## src/rtl/poly_eval_horner_mp.sv

```systemverilog
// Multi-point Horner evaluator: streams coefficients highest-degree first from a
// single-port memory and updates N_PTS lane accumulators per returned coefficient.
module poly_eval_horner_mp #(
  parameter string FIELD  = "GF256",
  parameter int    M      = 230,
  parameter int    N_PTS  = 4,
  parameter int    RD_LAT = 1
) (
  input  logic                     i_clk,
  input  logic                     i_rst,
  input  logic                     i_start,
  input  logic [8*N_PTS-1:0]       i_r,
  input  logic [$clog2(M+1)-1:0]   i_len,
  output logic [$clog2(M)-1:0]     o_q_addr,
  output logic                     o_q_rd,
  input  logic [7:0]               i_q,
  output logic [8*N_PTS-1:0]       o_eval,
  output logic                     o_busy,
  output logic                     o_done
);
  localparam int LW      = $clog2(M+1);
  localparam int AW      = $clog2(M);
  localparam bit IS_P251 = (FIELD == "P251");

  typedef enum logic [1:0] {IDLE, FETCH, DRAIN, DONE} state_t;

  state_t            state, state_nxt;
  logic [AW-1:0]     addr, addr_nxt;
  logic [LW-1:0]     len_clamp;
  logic [RD_LAT-1:0] vld_p, vld_nxt;
  logic              start_ok;
  logic              tail_empty;
  logic [7:0]        r_p0   [N_PTS];
  logic [7:0]        acc_p1 [N_PTS];

  function automatic logic [7:0] gf_mul(input logic [7:0] a, input logic [7:0] b);
    logic [7:0] p;
    logic [7:0] x;
    p = '0;
    x = a;
    for (int i = 0; i < 8; i++) begin
      if (b[i]) p = p ^ x;
      x = {x[6:0], 1'b0} ^ (x[7] ? 8'h1B : 8'h00);
    end
    return p;
  endfunction

  function automatic logic [7:0] p251_mac(input logic [7:0] acc, input logic [7:0] r,
                                          input logic [7:0] q);
    logic [7:0]  q_red;
    logic [15:0] prod;
    logic [7:0]  prod_red;
    logic [8:0]  sum;
    q_red    = (q >= 8'd251) ? q - 8'd251 : q;
    prod     = {8'd0, acc} * {8'd0, r};
    prod_red = 8'(prod % 16'd251);
    sum      = {1'b0, prod_red} + {1'b0, q_red};
    return (sum >= 9'd251) ? 8'(sum - 9'd251) : sum[7:0];
  endfunction

  function automatic logic [7:0] lane_step(input logic [7:0] acc, input logic [7:0] r,
                                           input logic [7:0] q);
    if (IS_P251) return p251_mac(acc, r, q);
    return gf_mul(acc, r) ^ q;
  endfunction

  assign start_ok  = (state == IDLE) && i_start;
  assign len_clamp = (i_len > LW'(M)) ? LW'(M) : i_len;

  always_comb begin
    vld_nxt    = '0;
    vld_nxt[0] = o_q_rd;
    tail_empty = 1'b1;
    for (int i = 1; i < RD_LAT; i++) vld_nxt[i] = vld_p[i-1];
    for (int i = 0; i < RD_LAT - 1; i++) if (vld_p[i]) tail_empty = 1'b0;
  end

  // L=0 runs go through an empty DRAIN so o_done lands one cycle after the start edge
  always_comb begin
    state_nxt = state;
    addr_nxt  = addr;
    case (state)
      IDLE: begin
        if (i_start) begin
          if (len_clamp == '0) begin
            state_nxt = DRAIN;
            addr_nxt  = '0;
          end else begin
            state_nxt = FETCH;
            addr_nxt  = AW'(len_clamp - LW'(1));
          end
        end
      end
      FETCH: begin
        if (addr == '0) state_nxt = DRAIN;
        else            addr_nxt  = addr - AW'(1);
      end
      DRAIN:   if (tail_empty) state_nxt = DONE;
      DONE:    state_nxt = IDLE;
      default: state_nxt = IDLE;
    endcase
  end

  always_ff @(posedge i_clk) begin
    if (i_rst) begin
      state <= IDLE;
      addr  <= '0;
      vld_p <= '0;
    end else begin
      state <= state_nxt;
      addr  <= addr_nxt;
      vld_p <= vld_nxt;
    end
  end

  // stage p0: points latched at start; stage p1: accumulate returned coefficient
  always_ff @(posedge i_clk) begin
    for (int k = 0; k < N_PTS; k++) begin
      if (start_ok) r_p0[k] <= i_r[8*k +: 8];
    end
  end

  always_ff @(posedge i_clk) begin
    for (int k = 0; k < N_PTS; k++) begin
      if (i_rst || start_ok)     acc_p1[k] <= '0;
      else if (vld_p[RD_LAT-1])  acc_p1[k] <= lane_step(acc_p1[k], r_p0[k], i_q);
    end
  end

  for (genvar k = 0; k < N_PTS; k++) begin : g_lane
    assign o_eval[8*k +: 8] = acc_p1[k];
  end

  assign o_q_addr = addr;
  assign o_q_rd   = (state == FETCH);
  assign o_busy   = (state == FETCH) || (state == DRAIN);
  assign o_done   = (state == DONE);

endmodule

```

## config.mk

```make
export PLATFORM = sky130hd
export DESIGN_NAME = poly_eval_horner_mp
export DESIGN_NICKNAME = d
export VERILOG_FILES = /design/src/rtl/poly_eval_horner_mp.sv
export SDC_FILE = /design/constraint.sdc
export NUM_CORES = 1
export LEC_CHECK = 0
export ABC_AREA = 1
export CAP_MARGIN = 20
export CORE_MARGIN = 5
export CORE_UTILIZATION = 54
export DETAILED_ROUTE_END_ITERATION = 10
export PLACE_DENSITY_LB_ADDON = 0.3
export SLEW_MARGIN = 10
export SYNTH_ARGS = -nofsm -noshare
export SYNTH_HDL_FRONTEND = slang
export SYNTH_SLANG_ARGS = --single-unit
```

## constraint.sdc

```tcl
create_clock -name i_clk -period 2.34 [get_ports i_clk]
set_clock_uncertainty 0.2 [all_clocks]
set_input_delay 0.468 -clock i_clk [delete_from_list [all_inputs] [get_ports i_clk]]
set_output_delay 0.468 -clock i_clk [all_outputs]
set_load 0.02 [all_outputs]
```

==> summary.txt <==
Yosys
  – Post-Synth Adder-Cell Area: under 10%
  – Synthesized instance count: around 1600
  – Largest family of logic cells by synthesized area: simple AND/OR/NAND/NOR gates
  – Netlist cell types: 40
  – Syn Area/Cell: 5.895 sq um
  – Syn Std Cell Area: 9138 sq um
  – Compound-gate portion of the synthesized area: 4.888%
  – YS warnings: 0
  – XOR/XNOR Fraction of Synth Area: between 10 and 15%
  – Post-synthesis mux area share: 0%
  – Post-Synth Simple-Gate Area: a little under half
  – Seq cells post-synth: 75
  – Net Count, Synth: 1610
  – Register area share after synthesis: between 20% and 30%

Run
  – Maximum capacitance violations: 0

Place
  – Routability cong.: roughly 1
  – Post-placement cell area: roughly 11000 sq um
  – Buffers on Ports: 93
  – Placed cells: ~1900
  – Detailed placement HPWL: roughly 20000 microns
  – DP Worst Slack: -0.5925 ns

Floorplan
  – Row count: between 40 and 50
  – Num ports: 94
  – Core area: roughly 17000 sq um
  – Die Span X: 140.1 microns
  – Chip height: around 140 microns
  – Initial core utilization: a little under three fifths
  – Die Area: 19620 sq um

Final layout
  – Layout cells sized above 1: 12.43%
  – Utilization after layout: between 60% and 70%
  – Total Nets Final: 1760
  – Final cell count without fillers: 1925
  – Commonest non-fill, non-tap cell in the layout: nand2_1
  – Fin area: about 11000 sq um
  – Diode count: 0
  – Fill count: around 1500
  – Layout area overhead: 23.76%
  – Commonest cells after routing, fill and taps aside: nand2_1, inv_1, nand3_1, nor2_1, clkdlybuf4s50_1

Timing
  – Setup TNS: 0 ns
  – Worst Max-Slew Pin Slew: between 0.4 and 0.5 ns
  – Hold slack final: 0.3809 ns
  – Min Tclk post-route: around 2.3 ns
  – Unrepaired setup endpoints after global routing: true
  – Max-Slew Margin vs Limit: 70.16%
  – Final hold vios: 0
  – Crit share post-route: a little over nine tenths
  – Worst setup margin: between 0.04 and 0.05 ns
  – Peak Freq: ~430 MHz
  – Final number of setup-violating endpoints: 0
  – Final Max Tran Viols: 0

Detailed routing
  – Routed length on met2: around 13000 microns
  – DR WL met3: between 1500 and 2000 microns
  – Routed Antenna Nets: 0
  – DRT Pass-1 Iters: 5
  – Vias post-DR: slightly above 10000
  – Via/cell ratio: 5.284
  – Top sig layer: met4
  – Routed length per instance: roughly 14 microns
  – Post-detailed-routing wire length: around 27000 microns
  – Metal1 wirelength: roughly 11000 microns
  – Number of remaining DRC errors: 0
  – DRT iter0 DRCs: roughly 850

Critical path
  – Critical path class: input port to flip-flop
  – Crit start category: input port
  – Endpoint class of the critical path: flip-flop
  – Arr. time, crit path: 2.34 ns
  – Worst EP required: roughly 2.4 ns
  – CP max FO: 2

Run status
  – Run status: complete, no violations

Global routing
  – First-pass GRT wire length: 43100 microns
  – Number of global-route vias before repair: 9219
  – Largest net degree at the start of global routing: 33
  – All-Layer GR Usage: roughly a quarter
  – Antenna violations before repair: 0
  – Aggregate global routing overflow: 0

Pwr
  – Leak pwr: between 5 and 6 nW
  – Tot Pwr: 14.35 mW
  – PwrDens: approximately 1300 nW/um^2
  – Peak supply drop: roughly 0.69 mV

Clocking
  – CTS Buf Count: 9
  – CTS tree: built
  – Hold_buf cts: 0
  – Clock Sinks: 75
  – Root Buffer: clkbuf_16
  – # H-tree levels: 3
  – Clk buf depth: 2
  – Clock Latency Late Sink: ~0.35 ns
  – Clk slew on worst S/H paths: 0.06 ns

Hold path
  – Worst hold path class: flip-flop to flip-flop
## synthesized netlist by cell type (all sizes together)
| library cell | instances | area, sq um |
|---|---|---|
| o211ai | 1 | 7.510 |
| nand4 | 15 | 93.84 |
| ha | 9 | 112.6 |
| or2 | 6 | 37.54 |
| nand2b | 3 | 18.77 |
| o21bai | 5 | 37.54 |
| o21ai | 32 | 160.2 |
| and2 | 1 | 6.260 |
| inv | 203 | 777.0 |
| nand3 | 172 | 870.8 |
| nor2 | 128 | 500.5 |
| nand2 | 685 | 2739 |
| edfxtp | 64 | 1922 |
| o22ai | 2 | 12.51 |
| clkbuf | 4 | 15.01 |
| dfxtp | 11 | 220.2 |
| xnor2 | 47 | 411.6 |
| nand3b | 8 | 60.06 |
| a31oi | 2 | 12.51 |
| xor2 | 71 | 629.4 |
| nor3 | 2 | 10.01 |
| buf | 35 | 254.0 |
| a22o | 1 | 8.760 |
| a21oi | 40 | 200.2 |
| nor4 | 2 | 12.51 |
| a21o | 1 | 7.510 |
## path summary, 6_finish.rpt
kind	slack, ns	to	start	cells after the start
min	0.38	state[1]$_SDFFE_PP0P_	state[1]$_SDFFE_PP0P_	2
max	0.04	state[0]$_SDFFE_PP0P_	i_len[4]	13
min reg2reg	0.38	state[1]$_SDFFE_PP0P_	state[1]$_SDFFE_PP0P_	2
max reg2reg	0.08	acc_p1[2][2]$_SDFFCE_PN0P_	acc_p1[2][7]$_SDFFCE_PN0P_	11
## sequential cells by signal (all words and copies together) (netlist names)
| name | cells |
|---|---|
| acc_p1 | 32 |
| r_p0 | 32 |
| o_q_addr | 8 |
| state | 2 |
| vld_p | 1 |
## power by group
| part | internal, mW | switching (mW) |
|---|---|---|
| combinational | 3.90 | 6.44 |
| sequential | 1.89 | 0.577 |
| clock | 0.937 | 0.614 |
## repair_timing
action	4_1_cts	5_1_grt
resized for setup	3	60
endpoints found under the hold margin	0	0
setup buffers	12	17
setup endpoints to repair	18	43
pin swaps	0	10
## worst max-delay path: stages
cell and delay (ns):
clkdlybuf4s50_1 0.42, nor2_1 0.19, o21ai_2 0.10, a21oi_2 0.16, ha_1 0.17, inv_1 0.06
nor4_4 0.24, buf_4 0.15, nand2_1 0.04, o21ai_0 0.08, nor2_1 0.08, a21oi_2 0.12
nor2_1 0.05
## cell families after synthesis
group,Yosys count
flip-flops,75
AO/OA/AOI/OAI,84
buffers and inverters,242
adder cells (fa/ha/maj),9
AND/OR/NAND/NOR,1022
XOR/XNOR,118
## final cells by class
type / instances / area (sq um) / share of cell area (%)
inverter: 203 / 782.0 / 6.915
timing repair buffer: 178 / 1620 / 14.33
clock buffer: 10 / 229.0 / 2.025
clock inverter: 6 / 90.09 / 0.7966
sequential: 75 / 2142 / 18.94
multi-input combinational: 1233 / 6170 / 54.56
tap: 220 / 275.3 / 2.434
## layer usage
layer / global-route usage [%] / vias up
met4: 7.955 / 0
met2: 45.45 / 374
li1: - / 5127
met1: 34.13 / 4605
met3: 4.022 / 65
met5: 0 / -
Power figures use the tool's default switching activity.
